$ cat config.mk
export PLATFORM = sky130hd
export DESIGN_NAME = semiauto_nav
export DESIGN_NICKNAME = d
export VERILOG_FILES = /design/src/rtl/semiauto_pkg.sv /design/src/rtl/semiauto_tick.sv /design/src/rtl/semiauto_nav.sv
export SDC_FILE = /design/constraint.sdc
export NUM_CORES = 1
export LEC_CHECK = 0
export CORE_ASPECT_RATIO = 1.1
export CORE_MARGIN = 1
export CORE_UTILIZATION = 43
export CTS_BUF_LIST = sky130_fd_sc_hd__clkbuf_16
export DETAILED_ROUTE_END_ITERATION = 8
export PLACE_DENSITY = 0.63
export SLEW_MARGIN = 20
export SYNTH_ARGS = -nofsm -noshare
export SYNTH_HDL_FRONTEND = slang
export SYNTH_HIERARCHICAL = 1
export SYNTH_SLANG_ARGS = --single-unit
$ cat constraint.sdc
create_clock -name sys_clk -period 4.81 [get_ports sys_clk]
set_input_delay 0.962 -clock sys_clk [delete_from_list [all_inputs] [get_ports sys_clk]]
set_output_delay 0.962 -clock sys_clk [all_outputs]
set_load 0.02 [all_outputs]
$ cat src/rtl/semiauto_pkg.sv
// Shared definitions for the semi-automatic navigation controller.
// Holds the nav_state encoding and the moving_state motion codes that
// the controller drives towards the motor and light drivers.
package semiauto_pkg;

  typedef enum logic [2:0] {
    NAV_CRUISE = 3'b000,
    NAV_WAIT   = 3'b001,
    NAV_TURN   = 3'b010,
    NAV_UTURN  = 3'b011,
    NAV_COOL   = 3'b100
  } nav_state_e;

  localparam logic [3:0] MOVE_STOP    = 4'b0000;
  localparam logic [3:0] MOVE_FORWARD = 4'b0001;
  localparam logic [3:0] MOVE_LEFT    = 4'b0100;
  localparam logic [3:0] MOVE_RIGHT   = 4'b1000;

endpackage

$ cat src/rtl/semiauto_tick.sv
// Tick divider for the navigation controller.
// Counts 0..TICK_DIV-1 and flags the last count as a one-cycle tick.
// Ports:
//   sys_clk   - system clock
//   rst       - synchronous active-high reset
//   restart_i - forces the count back to 0 on the next edge
//   tick_o    - high for the one cycle the count equals TICK_DIV-1
module semiauto_tick #(
  parameter int TICK_DIV = 2000000
) (
  input  logic sys_clk,
  input  logic rst,
  input  logic restart_i,
  output logic tick_o
);

  localparam int DIV_W = (TICK_DIV > 1) ? $clog2(TICK_DIV) : 1;
  localparam logic [DIV_W-1:0] DIV_LAST = DIV_W'(TICK_DIV - 1);

  logic [DIV_W-1:0] div_q, div_d;

  if (TICK_DIV < 2) begin : g_chk_div
    $error("semiauto_tick: TICK_DIV must be >= 2");
  end

  always_ff @(posedge sys_clk) begin
    if (rst) begin
      div_q <= '0;
    end else begin
      div_q <= div_d;
    end
  end

  always_comb begin
    div_d = div_q + 1'b1;
    if (restart_i || (div_q == DIV_LAST)) begin
      div_d = '0;
    end
  end

  // Decoded straight from the register, so the pulse is glitch-free and
  // is low while the divider is held in restart.
  assign tick_o = (div_q == DIV_LAST);

endmodule

$ cat src/rtl/semiauto_nav.sv
// Semi-automatic navigation controller.
// Follows the lane, stops at debounced crossroads and executes the
// operator's straight / left / right / U-turn command with tick-exact
// durations.
// Ports:
//   sys_clk, rst            - clock, synchronous active-high reset
//   enable                  - low forces WAIT/STOP and clears all timing
//   detector                - line/obstacle detector inputs
//   turn_left, turn_right,
//   go_straight, go_back    - level-sensitive operator commands
//   nav_state               - current FSM state
//   moving_state            - motion code for the motor driver
//   *_light                 - indicator lights decoded from registered state
//   tick                    - divider tick, for observation
//
// state  | meaning
// CRUISE | lane following, debouncing crossroad on each tick
// WAIT   | stopped at a crossroad, waiting for an operator command
// TURN   | left or right turn for TURN_TICKS ticks
// UTURN  | right-hand U-turn for UTURN_TICKS ticks
// COOL   | forward with detection ignored for COOL_TICKS ticks
module semiauto_nav
  import semiauto_pkg::*;
#(
  parameter int                 DET_W       = 4,
  parameter logic [DET_W-1:0]   CROSS_MASK  = 4'b0111,
  parameter logic [DET_W-1:0]   CROSS_POL   = 4'b0001,
  parameter int                 TICK_DIV    = 2000000,
  parameter int                 DEB_TICKS   = 2,
  parameter int                 TURN_TICKS  = 200,
  parameter int                 UTURN_TICKS = 400,
  parameter int                 COOL_TICKS  = 50,
  parameter int                 CNT_W       = 11
) (
  input  logic             sys_clk,
  input  logic             rst,
  input  logic             enable,
  input  logic [DET_W-1:0] detector,
  input  logic             turn_left,
  input  logic             turn_right,
  input  logic             go_straight,
  input  logic             go_back,
  output logic [2:0]       nav_state,
  output logic [3:0]       moving_state,
  output logic             move_forward_light,
  output logic             move_backward_light,
  output logic             turn_left_light,
  output logic             turn_right_light,
  output logic             tick
);

  localparam logic [CNT_W-1:0] DEB_N   = CNT_W'(DEB_TICKS);
  localparam logic [CNT_W-1:0] TURN_N  = CNT_W'(TURN_TICKS);
  localparam logic [CNT_W-1:0] UTURN_N = CNT_W'(UTURN_TICKS);
  localparam logic [CNT_W-1:0] COOL_N  = CNT_W'(COOL_TICKS);

  if (DEB_TICKS < 1)   begin : g_chk_deb   $error("DEB_TICKS must be >= 1");   end
  if (TURN_TICKS < 1)  begin : g_chk_turn  $error("TURN_TICKS must be >= 1");  end
  if (UTURN_TICKS < 1) begin : g_chk_uturn $error("UTURN_TICKS must be >= 1"); end
  if (COOL_TICKS < 1)  begin : g_chk_cool  $error("COOL_TICKS must be >= 1");  end
  if ((64'(DEB_TICKS) >> CNT_W) != 0 || (64'(TURN_TICKS) >> CNT_W) != 0 ||
      (64'(UTURN_TICKS) >> CNT_W) != 0 || (64'(COOL_TICKS) >> CNT_W) != 0)
  begin : g_chk_cnt_w
    $error("CNT_W too narrow for the configured tick counts");
  end

  nav_state_e       state_q, state_d;
  logic [3:0]       moving_q, moving_d;
  logic [CNT_W-1:0] cnt_q, cnt_d, cnt_inc;
  logic [CNT_W-1:0] deb_q, deb_d, deb_inc;
  logic             dir_right_q, dir_right_d;
  logic             crossroad;
  logic             tick_w;
  logic             restart;

  // A bit votes for a crossroad when it is masked in and sits at its
  // polarity level; any single vote is enough.
  assign crossroad = |(CROSS_MASK & ~(detector ^ CROSS_POL));

  assign cnt_inc = (cnt_q == '1) ? cnt_q : cnt_q + 1'b1;
  assign deb_inc = (deb_q == '1) ? deb_q : deb_q + 1'b1;

  // Realigning the divider on every state change makes each timed state
  // last an exact multiple of TICK_DIV cycles.
  assign restart = ~enable | (state_d != state_q);

  semiauto_tick #(
    .TICK_DIV (TICK_DIV)
  ) u_tick (
    .sys_clk   (sys_clk),
    .rst       (rst),
    .restart_i (restart),
    .tick_o    (tick_w)
  );

  always_ff @(posedge sys_clk) begin
    if (rst) begin
      state_q     <= NAV_WAIT;
      moving_q    <= MOVE_STOP;
      cnt_q       <= '0;
      deb_q       <= '0;
      dir_right_q <= 1'b0;
    end else begin
      state_q     <= state_d;
      moving_q    <= moving_d;
      cnt_q       <= cnt_d;
      deb_q       <= deb_d;
      dir_right_q <= dir_right_d;
    end
  end

  always_comb begin
    state_d     = state_q;
    cnt_d       = cnt_q;
    deb_d       = deb_q;
    dir_right_d = dir_right_q;
    if (!enable) begin
      state_d = NAV_WAIT;
      cnt_d   = '0;
      deb_d   = '0;
    end else begin
      unique case (state_q)
        NAV_CRUISE: begin
          if (tick_w) begin
            if (!crossroad) begin
              deb_d = '0;
            end else if (deb_inc == DEB_N) begin
              state_d = NAV_WAIT;
              deb_d   = '0;
            end else begin
              deb_d = deb_inc;
            end
          end
        end
        NAV_WAIT: begin
          if (go_straight) begin
            state_d = NAV_COOL;
          end else if (go_back) begin
            state_d = NAV_UTURN;
          end else if (turn_left && !turn_right) begin
            state_d     = NAV_TURN;
            dir_right_d = 1'b0;
          end else if (turn_right && !turn_left) begin
            state_d     = NAV_TURN;
            dir_right_d = 1'b1;
          end
        end
        NAV_TURN: begin
          if (tick_w) begin
            if (cnt_inc == TURN_N) state_d = NAV_WAIT;
            else                   cnt_d   = cnt_inc;
          end
        end
        NAV_UTURN: begin
          if (tick_w) begin
            if (cnt_inc == UTURN_N) state_d = NAV_WAIT;
            else                    cnt_d   = cnt_inc;
          end
        end
        NAV_COOL: begin
          if (tick_w) begin
            if (cnt_inc == COOL_N) begin
              state_d = NAV_CRUISE;
              deb_d   = '0;
            end else begin
              cnt_d = cnt_inc;
            end
          end
        end
        default: state_d = NAV_WAIT;
      endcase
      if (state_d != state_q) begin
        cnt_d = '0;
      end
    end
  end

  always_comb begin
    moving_d = MOVE_STOP;
    unique case (state_d)
      NAV_CRUISE, NAV_COOL: moving_d = MOVE_FORWARD;
      NAV_TURN:             moving_d = dir_right_d ? MOVE_RIGHT : MOVE_LEFT;
      NAV_UTURN:            moving_d = MOVE_RIGHT;
      default:              moving_d = MOVE_STOP;
    endcase
  end

  assign nav_state           = state_q;
  assign moving_state        = moving_q;
  assign tick                = tick_w;
  assign move_forward_light  = (moving_q == MOVE_FORWARD);
  assign turn_left_light     = (moving_q == MOVE_LEFT);
  assign turn_right_light    = (moving_q == MOVE_RIGHT) && (state_q != NAV_UTURN);
  assign move_backward_light = (state_q == NAV_UTURN);

endmodule

==> results of run 1 <==
final cells by class:
| type | count | area, sq um |
|---|---|---|
| Clock buffer | 5 | 125 |
| Fill cell | 741 | 3820 |
| Multi-Input combinational cell | 332 | 2100 |
| Clock inverter | 3 | 28.8 |
| Sequential cell | 50 | 1000 |
| Timing Repair Buffer | 22 | 215 |
| Inverter | 14 | 52.6 |
| Tap cell | 105 | 131 |
placed cells by master (no fill, tap or decap), types with 3 or more instances in the layout:
cell / Yosys / routed
nand3_1: 25 / 25
o21ai_0: 17 / 17
xnor2_1: 11 / 11
or4_1: 8 / 8
nor3_1: 10 / 10
clkdlybuf4s50_1: 0 / 20
clkbuf_16: 0 / 5
and3_1: 8 / 8
o31ai_1: 8 / 8
dfxtp_1: 50 / 50
and3_2: 3 / 3
inv_1: 14 / 14
nor4_1: 7 / 7
a211oi_1: 7 / 7
or2_2: 3 / 3
and2_1: 3 / 3
and4_1: 5 / 5
xor2_1: 3 / 3
or3_1: 13 / 13
nor4b_1: 5 / 5
nand2_1: 27 / 27
nand2b_1: 4 / 4
nand4_1: 9 / 9
ha_1: 3 / 3
a21oi_1: 37 / 37
nor3b_1: 5 / 5
nor2b_1: 5 / 5
nor2_1: 41 / 41
a31oi_1: 8 / 8
metrics by stage:
step | instances | setup slack [ps] | hold WS (ps) | utilization, %
2_1_floorplan | 423 | 1210 | 440 | -
3_3_place_gp | 523 | 1600 | 453 | 46.9
3_5_place_dp | 523 | 1610 | 469 | 46.9
4_1_cts | 531 | 1430 | 485 | 48.9
5_1_grt | 531 | 1350 | 511 | 48.9
6_report | 531 | 1470 | 481 | 48.9
sequential cells by signal (all words and copies together) (netlist names):
name	count
u_tick/div_q	21
nav_state	3
cnt_q	11
deb_q	11
dir_right_q	1
moving_state	3
worst paths after layout:
| path | start | endpoint | slack [ps] | depth (start not counted) |
|---|---|---|---|---|
| min | u_tick/div_q[19] | u_tick/div_q[19] | 480 | 2 |
| min reg2reg | u_tick/div_q[19] | u_tick/div_q[19] | 480 | 2 |
| max | u_tick/div_q[0] | tick | 1470 | 6 |
| max reg2reg | cnt_q[0] | cnt_q[2] | 1620 | 8 |
worst max-delay path, delay by kind of cell, from the launching register on:
kind | cells | cell delay (ps)
buf+inv | 2 | 850
simple gates | 3 | 630
flops | 1 | 390
fa+ha+maj | 1 | 220
routing by layer:
| layer | GRT usage (%) | part of all wire [%] |
|---|---|---|
| met5 | 0 | 0 |
| met4 | 4.58 | 0.88 |
| met3 | 3.51 | 3.3 |
| met2 | 30.5 | 44 |
| met1 | 26.0 | 51 |
report_power, final:
part / switching (mW) / internal [mW]
combinational: 0.0305 / 0.0255
sequential: 0.00622 / 0.417
clock: 0.170 / 0.199
total: 0.207 / 0.641
cells by family (layout without fill, tap and decap cells):
family,after synthesis,in the layout,share of synthesized area [%]
multiplexers,3,3,0.940
other,1,1,0.113
AND/OR/NAND/NOR,201,201,34.1
adder cells (fa/ha/maj),3,3,1.13
flip-flops,50,50,30.1
XOR/XNOR,14,14,3.69
AO/OA/AOI/OAI,110,110,23.1
buffers and inverters,41,44,6.92
==> key figures, run 1 <==
Synth
  • Syn_area_per_cell: between 7 and 8 sq um
  • Yosys reg bits: 50
  • Most numerous cell in the Yosys netlist: dfxtp_1
  • Sequential share of the synthesized area: 30.1%
  • FFs w/ async S/R, synth: 0%
  • Most used flip-flop cell after synthesis: dfxtp_1
  • Synthesis warning total: 6
  • Synth Cell Area: about 3300 sq um
  • Syn_nets: approximately 440
  • Synth area leaders: dfxtp_1 30%, a21oi_1 5.6%, nor2_1 4.6%
  • Synth cell count leaders: 50 x dfxtp_1, 41 x nor2_1, 37 x a21oi_1, 27 x nand2_1, 25 x nand3_1
  • Top cell type's share of synthesized area: a little under a third
  • Cell taking the most area after synthesis: dfxtp_1
  • Library cells used by synthesis: 74
  • Post-synth EDFFs: 0
  • Post-Syn Instances: roughly 420

Global routing
  • Tot GR Track Use: roughly a fifth
  • Initial antenna violation count: 0
  • Vias in the first global route: approximately 2600
  • First-pass GRT wire length: between 10000 and 15000 um
  • GRT Residual Overflow: 0
  • Pin count of the biggest net entering global routing: 22

Detailed routing
  • Routed len/inst: roughly 14 um
  • Antenna-violating nets left: 0
  • Residual DRC: 0
  • Via count: 3041
  • DRT iter0 DRCs: around 120
  • Final WL: between 7000 and 8000 um
  • Vias per cell: 5.73
  • First-pass DRT Iterations: 4

Finish
  • Fin area: between 3000 and 4000 sq um
  • Area grow syn2layout: 9.93%
  • Layout cell share with drive strength beyond 1: 9.39%
  • Antenna Cells: 0
  • Nets: 439

Clock network
  • Depth of the CTS H-tree: 2
  • Postcts setup bufs: 0
  • CTS buffer count: 5
  • CTS tree: yes
  • Post-cts sizing count: 0
  • Skew-Pair Late Insertion Delay: between 200 and 300 ps
  • Bufs on Longest Clock Path: 2
  • Root Buffer: clkbuf_16
  • CTS clk-pin slew, worst paths: approximately 80 ps
  • Hold Buf Count CTS: 0
  • Clock Sinks: 50

Worst setup path
  • Crit path kind: reg -> out
  • Critical-path top delay cell: clkdlybuf4s50_1
  • Worst path max stage delay: roughly 630 ps
  • Worst Path Arrival: approximately 2400 ps
  • Max FO, Critical Path: 9
  • CP required: 3850 ps
  • Critical Path End Type: output port
  • CP cell instances: ha_1, and3_2, nand2_1, nor4_1, buf_4, clkdlybuf4s50_1
  • CP startpoint kind: flop

Pwr
  • Pwr Density: between 200 and 250 nW/um^2
  • Pleak: approximately 1.1 nW
  • Design Power: 0.848 mW
  • Max IR drop VDD: about 0.15 mV

Hold path
  • HP Class: reg -> reg

Run
  • Max cap viols: 0

Floorplanning
  • Initial Utilization: between 40 and 50%
  • Row count: 33
  • Die Y-Extent: around 94 um
  • DIE WIDTH: between 80 and 90 um
  • Num ports: 23
  • Die area: just over 8000 sq um
  • Core area: between 7000 and 8000 sq um

Placement
  • PortBufs: 20
  • HPWL Detailed: ~5200 um
  • DP Area: 3500 sq um
  • GPL Wtd Cong: approximately 0.87

STA
  • Fin Setup TNS: 0 ps
  • Clock Skew: between 9 and 10 ps
  • Final period utilization: 69.5%
  • Worst-Margin Slew: around 730 ps
  • Final setup viols: 0
  • Slew Limit Fails: 0
  • RSZ-0062 raised after global routing: no
  • Fin crit period: between 3000 and 4000 ps
  • Rel. slew slack: between 50% and 60%
  • Final hold violations: 0
  • Fmax: 299 MHz

Status
  • Outcome: finished clean
Power figures use the tool's default switching activity.
==> run 2, diff against run 1 <==
PLACE_DENSITY = 0.66   (was 0.63)
clock period = 2.7 ns   (was 4.81 ns; I/O delays follow)
==> run 2 against run 1 <==
- core utilization rose by 8.0 points
- clock-buffer cell count is the same
- critical path depth is 5 higher
- sequential share of layout area is 3.5 points lower
- sequential power up 77%
- clock skew about the same
- largest cell class unchanged
==> key figures, run 2 (synthesis gave the netlist of run 1 again) <==
Detailed routing
  • Final WL: a little over 8000 um
  • Via count: 3256
  • Antenna-violating nets left: 0
  • Routed len/inst: 14.4 um
  • First-pass DRT Iterations: 5
  • Residual DRC: 0
  • DRT iter0 DRCs: 200
  • Vias per cell: around 5.7

Finish
  • Antenna Cells: 0
  • Final Util: roughly 57%
  • Filler instances: roughly 670
  • Max reg flops: 21
  • Most flop-heavy register: u_tick/div_q
  • Most common cell after layout, fill and taps aside: dfxtp_1
  • Regs by FF count: u_tick/div_q: 21 flops, cnt_q: 11 flops, deb_q: 11 flops
  • Most frequent cells in the layout: 44 x dfxtp_1, 40 x nor2_1, 38 x buf_4
  • Finished Layout Cells: roughly 570
  • Area grow syn2layout: 27.8%
  • Nets: 480
  • Layout cell share with drive strength beyond 1: a little under a quarter

Worst setup path
  • Crit path kind: reg -> reg
  • R2r setup slk: around 39 ps
  • Max FO, Critical Path: 13
  • Worst Path Arrival: ~2900 ps
  • CP required: between 2000 and 3000 ps
  • CP startpoint kind: flop
  • R2r startpoint: cnt_q[1]
  • Reg2Reg Depth: 11
  • FF-to-FF End: u_tick/div_q[10]
  • Critical Path End Type: flop

Placement
  • PortBufs: 20
  • Cells after DPL: about 550
  • HPWL Detailed: approximately 5700 um
  • GPL Wtd Cong: about 0.87
  • DP Worst Slack: 28.5 ps

Global routing
  • M1 GR Usage: between 20% and 30%
  • First-pass GRT wire length: 13200 um
  • Initial antenna violation count: 0
  • Met3 GRT Util: between 3 and 4%
  • Pin count of the biggest net entering global routing: 18
  • Vias in the first global route: between 2000 and 3000
  • Grt met2 use: about 33%
  • GRT Residual Overflow: 0
  • Tot GR Track Use: approximately a fifth
  • GRT Max-Usage Layer: met2

Floorplanning
  • Die area: 8090 sq um
  • DIE WIDTH: 85.9 um
  • Row count: 33
  • Num ports: 23
  • Die Y-Extent: approximately 94 um
  • Initial Utilization: around 45%
  • Core area: 7470 sq um

Hold path
  • Hold depth: 1
  • Hold path startpoint: u_tick/div_q[0]
  • Hold endpoint: u_tick/div_q[0]
  • HP Class: reg -> reg

Pwr
  • Switch Pwr: around 0.37 mW
  • Pwr Density: 380 nW/um^2
  • Net Sw Frac: between 20% and 30%
  • Clock power share: around 46%
  • Pleak: 1.41 nW
  • Internal power: between 1 and 1.5 mW
  • Sequential share of power: around 46%
  • Gate power share: 7.7%
  • Design Power: 1.61 mW
  • Max IR drop VDD: approximately 0.26 mV

Status
  • Outcome: finished clean

STA
  • Slew Limit Fails: 0
  • RSZ-0062 raised after global routing: yes
  • Final hold violations: 0
  • Worst-Margin Slew: around 500 ps
  • Rel. slew slack: ~66%
  • Fin crit period: ~2700 ps
  • PnR worst setup slack: between 30 and 40 ps
  • Fmax: between 300 and 400 MHz
  • Final period utilization: 98.6%
  • Clock Skew: about 8.7 ps
  • Final setup viols: 0

Run
  • Max cap viols: 0

Clock network
  • Skew-Pair Late Insertion Delay: 290 ps
  • Bufs on Longest Clock Path: 2
  • Depth of the CTS H-tree: 2
  • CTS buffer count: 5
  • Clock Sinks: 50
  • CTS clk-pin slew, worst paths: approximately 70 ps
  • Root Buffer: clkbuf_16
  • CTS tree: yes
  • Hold Buf Count CTS: 0
==> run 2: cell count changes in the layout (fill, tap and decap cells not counted), sizes merged <==
cell,delta
dlygate4sd2,+1
clkinv,-2
clkinvlp,+1
bufinv,+1
clkdlybuf4s50,-1
buf,+41
==> run 2: layout make-up <==
cell class	instances	area, sq um	share of cell area, %
sequential	50	1020	23.9
clock inverter	3	48.8	1.15
timing repair buffer	63	576	13.5
multi-input combinational	332	2300	54.1
clock buffer	5	125	2.94
inverter	14	52.6	1.24
tap	105	131	3.09
==> run 2: worst max-delay path, cell delays in order (launching register included) <==
cell	delay [ps]
dfxtp_4	370
ha_4	160
and3_4	180
and2_4	150
xnor2_2	130
or3_1	380
or4_4	580
o2111ai_4	230
nor2_4	70
o41ai_4	70
buf_12	190
nor2_1	60
==> run 2: how the worst max path moves through the flow <==
stage | endpoint | cells past startpoint | from
3_5_place_dp | u_tick/div_q[18] | 11 | cnt_q[1]
6_report | u_tick/div_q[10] | 11 | cnt_q[1]
4_1_cts | u_tick/div_q[18] | 11 | cnt_q[1]
5_1_grt | cnt_q[7] | 11 | u_tick/div_q[14]
3_3_place_gp | u_tick/div_q[20] | 11 | cnt_q[1]
2_1_floorplan | u_tick/div_q[19] | 12 | u_tick/div_q[8]
==> run 2: power by group through the flow <==
stage          Sequential, mW  Combinational (mW)  Clock [mW]
6_report                0.748               0.125       0.741
5_1_grt                 0.748               0.136       0.786
4_1_cts                 0.749               0.119       0.760
3_5_place_dp            0.767               0.118           0
3_3_place_gp            0.767               0.118           0
2_1_floorplan           0.770              0.0636           0
==> run 2: layer usage <==
metal  share of wire (%)  wire length (um)
met5                   0                 0
met4                 1.6               132
met3                 3.4               283
met2                  48              3960
met1                  47              3860
==> run 2: metrics by stage <==
stage          instance area, sq um  hold slack [ps]  TNS (ps)
2_1_floorplan                  3400              421     -1150
3_3_place_gp                   3830              430         0
3_5_place_dp                   3830              437         0
4_1_cts                        4040              458         0
5_1_grt                        4250              477     -1120
6_report                       4250              456         0
==> run 2: what timing repair did <==
action / 4_1_cts / 5_1_grt
pin swaps: 1 / 12
resized for setup: 5 / 32
setup buffers: 2 / 8
gates cloned: 0 / 0
setup endpoints to repair: 2 / 33
